### src/rtl/fifo_pkg.sv
// Shared definitions for the async FIFO pointer control blocks.
// Widths, thresholds and Gray-code helpers used by both clock domains.
package fifo_pkg;

  localparam int FIFO_ADDR_W       = 3;
  localparam int FIFO_PTR_W        = FIFO_ADDR_W + 1;
  localparam int FIFO_AFULL_THRESH = 6;

  // Helpers work on a wide vector; callers cast to their own width.
  localparam int GRAY_MAX_W = 16;

  typedef logic [GRAY_MAX_W-1:0] gvec_t;

  function automatic gvec_t bin2gray(input gvec_t b);
    return b ^ (b >> 1);
  endfunction

  function automatic gvec_t gray2bin(input gvec_t g);
    gvec_t b;
    b = '0;
    b[GRAY_MAX_W-1] = g[GRAY_MAX_W-1];
    for (int i = GRAY_MAX_W-2; i >= 0; i--) begin
      b[i] = b[i+1] ^ g[i];
    end
    return b;
  endfunction

endpackage

### src/rtl/fifo_gray2bin.sv
// Combinational Gray-to-binary converter.
// Each binary bit is the XOR of all Gray bits at or above it.
module fifo_gray2bin #(
  parameter int PTR_WIDTH = 4
) (
  input  logic [PTR_WIDTH-1:0] gray,
  output logic [PTR_WIDTH-1:0] bin
);

  for (genvar i = 0; i < PTR_WIDTH; i++) begin : g_bit
    assign bin[i] = ^gray[PTR_WIDTH-1:i];
  end

endmodule

### src/rtl/fifo_wr_ctrl.sv
// Write-side control of an async FIFO: pointers, full/level flags, overflow.
// All flags come from next-state values so they are valid the cycle they register.
module fifo_wr_ctrl
  import fifo_pkg::*;
#(
  parameter int ADDR_WIDTH   = FIFO_ADDR_W,
  parameter int PTR_WIDTH    = ADDR_WIDTH + 1,
  parameter int AFULL_THRESH = FIFO_AFULL_THRESH
) (
  input  logic                  wclk,
  input  logic                  wrst_n,
  input  logic                  winc,
  input  logic [PTR_WIDTH-1:0]  wq2_rptr,
  input  logic                  wovf_clr,
  output logic [ADDR_WIDTH-1:0] waddr,
  output logic                  wclken,
  output logic [PTR_WIDTH-1:0]  wptr,
  output logic                  wfull,
  output logic                  walmost_full,
  output logic [PTR_WIDTH-1:0]  wlevel,
  output logic                  woverflow
);

  localparam logic [PTR_WIDTH-1:0] AF_LVL = PTR_WIDTH'(AFULL_THRESH);

  logic [PTR_WIDTH-1:0] wbin_q, wbin_d;
  logic [PTR_WIDTH-1:0] wptr_q, wptr_d;
  logic [PTR_WIDTH-1:0] wlevel_q, wlevel_d;
  logic                 wfull_q, wfull_d;
  logic                 wafull_q, wafull_d;
  logic                 wovf_q, wovf_d;

  logic [PTR_WIDTH-1:0] rbin;
  logic [PTR_WIDTH-1:0] rptr_wrap;

  fifo_gray2bin #(
    .PTR_WIDTH (PTR_WIDTH)
  ) u_rptr_g2b (
    .gray (wq2_rptr),
    .bin  (rbin)
  );

  // Full when write Gray equals read Gray with the top two bits inverted.
  assign rptr_wrap = {~wq2_rptr[PTR_WIDTH-1:PTR_WIDTH-2],
                      wq2_rptr[PTR_WIDTH-3:0]};

  assign wclken = winc & ~wfull_q;
  assign waddr  = wbin_q[ADDR_WIDTH-1:0];

  always_comb begin
    wbin_d   = wbin_q;
    wptr_d   = wptr_q;
    wlevel_d = wlevel_q;
    wfull_d  = wfull_q;
    wafull_d = wafull_q;
    wovf_d   = wovf_q;

    if (wclken) begin
      wbin_d = wbin_q + 1'b1;
    end

    wptr_d   = PTR_WIDTH'(bin2gray(gvec_t'(wbin_d)));
    wfull_d  = (wptr_d == rptr_wrap);
    wlevel_d = wbin_d - rbin;
    wafull_d = (wlevel_d >= AF_LVL);

    // A rejected write in the same cycle as a clear keeps the flag set.
    wovf_d = (winc & wfull_q) | (wovf_q & ~wovf_clr);
  end

  always_ff @(posedge wclk) begin
    if (!wrst_n) begin
      wbin_q   <= '0;
      wptr_q   <= '0;
      wlevel_q <= '0;
      wfull_q  <= 1'b0;
      wafull_q <= 1'b0;
      wovf_q   <= 1'b0;
    end else begin
      wbin_q   <= wbin_d;
      wptr_q   <= wptr_d;
      wlevel_q <= wlevel_d;
      wfull_q  <= wfull_d;
      wafull_q <= wafull_d;
      wovf_q   <= wovf_d;
    end
  end

  assign wptr         = wptr_q;
  assign wfull        = wfull_q;
  assign walmost_full = wafull_q;
  assign wlevel       = wlevel_q;
  assign woverflow    = wovf_q;

endmodule

### config.mk
export PLATFORM = sky130hd
export DESIGN_NAME = fifo_wr_ctrl
export DESIGN_NICKNAME = d
export VERILOG_FILES = /design/src/rtl/fifo_pkg.sv /design/src/rtl/fifo_gray2bin.sv /design/src/rtl/fifo_wr_ctrl.sv
export SDC_FILE = /design/constraint.sdc
export NUM_CORES = 1
export LEC_CHECK = 0
export CORE_MARGIN = 2
export CORE_UTILIZATION = 25
export DETAILED_ROUTE_END_ITERATION = 10
export GPL_ROUTABILITY_DRIVEN = 0
export GPL_TIMING_DRIVEN = 0
export PLACE_DENSITY = 0.58
export RECOVER_POWER = 50
export SLEW_MARGIN = 10
export SYNTH_ARGS = -nofsm -noshare
export SYNTH_HDL_FRONTEND = slang
export SYNTH_SLANG_ARGS = --single-unit
### constraint.sdc
create_clock -name wclk -period 4.8 [get_ports wclk]
set_input_delay 0.96 -clock wclk [delete_from_list [all_inputs] [get_ports wclk]]
set_output_delay 0.96 -clock wclk [all_outputs]
set_load 0.02 [all_outputs]
==> qor.csv <==
metric;value;unit
syn-cell-area;718;um^2
yosys.area.top_type_share;0.390;
area_growth_syn_to_layout;38.3;%
finalSetupViolCount;0;
die_h;57.6;um
io-pin-count;23;
dr.first_iter.drc_count;7;
crit_type;in -> out;
power.total;0.328;mW
fin_crit;3.36;ns
ctsResizeCount;0;
min_path_type;reg -> reg;
ys_types;25;
relSlewSlack;0.621;
post-route-period-util;0.701;
hold_violations;0;
cts_buffers;3;
mostFrequentLayoutCells;dfxtp_1 (14), dlygate4sd3_1 (11), clkdlybuf4s50_1 (11), xnor2_1 (9), inv_1 (5);
antenna_cells;0;
rsz0062_at_grt;no;
cp-start-kind;input port;
hold_buffers;0;
required;3.84;ns
wl;1.30;mm
grt_remaining_overflow;0;
cts_max_level;1;
worst_ep_arrival_time;2.40;ns
slew_violations;0;
core-area;2730;um^2
grt_first_pass_wirelength;2.33;mm
num_rows;19;
drc;0;
grtUsageTotal;0.0958;
firstDrtPassIters;4;
grt_max_degree;10;
finClkSkew;0.00257;ns
cts.path.max_buffers;2;
synth_cells;67;
post_cts_buffers;0;
tightest_slew;0.565;ns
antenna_left;0;
path_clk_slew;0.08;ns
fill_cells;277;
drive_gt1_frac;0.0652;
detail_route.wl_per_cell;10.5;um
max_freq;297;MHz
clkLatencyLatePin;0.27;ns
die_area;3320;um^2
dp_hpwl;1.10;mm
synthesis.nets;80;
setup_tns;0;ns
multi_input_comb_area;402;um^2
grt_antenna_before_repair;0;
ys_warn_count;0;
ir_worst_vdd;0.134;mV
critPathCaptureType;output port;
via_per_inst;4.21;
synthTopCellsByArea;dfxtp_1 (39%), xnor2_1 (11%), ha_1 (7.0%), xnor3_1 (6.3%), xor2_1 (3.7%);
cts_tree;yes;
synth_area_leader_cell;dfxtp_1;
fin_area;993;um^2
max_cap_viol_count;0;
grt_pass1_vias;511;
fin_nets;107;
mostFrequentLayoutCell;dfxtp_1;
portBuffers;22;
leakage;0.435;nW
ys_ff_latch;14;
avgSynthCellArea;10.7;um^2
vias;518;
power.density;331;nW/um^2
critPathMaxFanout;6;
place_area;977;um^2
initial_core_util;0.263;
outcome;finished clean;
root_buffer;clkbuf_4;
clkSinkCount;14;
seq_area_frac_synth;0.390;
register_area;280;um^2
fp.dieW;57.6;um
[per-layer routing]
metal	global-route usage	up-vias	wire length [um]
li1	-	271	-
met1	0.117	236	582
met2	0.146	9	640
met3	0.0159	2	45
met4	0.0797	0	27
met5	0	-	0
[area by class of cell]
cell class	count	share of cell area
Multi-Input combinational cell	47	0.404
Sequential cell	14	0.282
Timing Repair Buffer	22	0.222
Tap cell	31	0.0390
Clock buffer	3	0.0227
Inverter	5	0.0189
Buffer	1	0.0113
[kinds of logic (layout without fill, tap and decap cells)]
family / count (synthesis) / after routing / synth area share
simple gates: 20 / 20 / 0.167
mux: 1 / 1 / 0.0192
xor+xnor: 14 / 14 / 0.209
compound gates: 7 / 7 / 0.0749
buf+inv: 6 / 31 / 0.0418
flops: 14 / 14 / 0.390
fa+ha+maj: 5 / 5 / 0.0976
[worst max-delay path, cell delays in order]
cell and delay, ns:
dlygate4sd3_1 0.57, nor2b_4 0.15, buf_6 0.12, clkdlybuf4s50_1 0.60
[path summary, 6_finish.rpt]
| kind | start | slack (ns) | depth (start not counted) | endpoint |
|---|---|---|---|---|
| setup / recovery | winc | 1.44 | 4 | wclken |
| hold / removal | woverflow$_SDFF_PN0_ | 0.47 | 2 | woverflow$_SDFF_PN0_ |
| setup reg to reg | wbin_q[0]$_SDFF_PN0_ | 2.40 | 8 | walmost_full$_SDFF_PN0_ |
| hold reg to reg | woverflow$_SDFF_PN0_ | 0.47 | 2 | woverflow$_SDFF_PN0_ |
[synthesized netlist by cell type]
cell type	n
xnor3_1	2
a21boi_0	1
a21o_1	1
nor2b_4	1
fa_1	1
a2111oi_2	1
and4_4	1
ha_1	4
mux2i_2	1
nor2_1	4
a22o_1	1
nand3_1	1
nand2b_1	2
or3_1	1
nand3b_1	1
nor2b_1	2
xnor2_1	9
inv_1	5
buf_6	1
dfxtp_1	14
nand2_1	3
xor2_1	3
a21oi_1	2
and2_1	4
o21ai_0	1
[stage by stage]
stage          setup slack (ns)   util  instances  hold slack, ns
6_report                   1.44  0.363        123           0.475
2_1_floorplan              2.13      -         67           0.551
3_3_place_gp               1.48  0.357        120           0.467
4_1_cts                    1.49  0.366        123           0.484
3_5_place_dp               1.42  0.357        120           0.473
5_1_grt                    1.35  0.363        123           0.522
[state kept, by name, indices dropped and copies added, names as in the netlist]
name and count:
woverflow 1, walmost_full 1, wbin_q 4, wlevel 4, wptr 3, wfull 1
[power breakdown]
| group | switching (mW) | leakage, nW | total, mW | internal [mW] |
|---|---|---|---|---|
| clock network | 0.0330 | 0.0138 | 0.0619 | 0.0290 |
| registers | 0.00618 | 0.115 | 0.139 | 0.133 |
| logic | 0.0645 | 0.306 | 0.128 | 0.0633 |
| total | 0.104 | 0.435 | 0.328 | 0.225 |
Note: power is estimated with default switching activity, not from simulation.
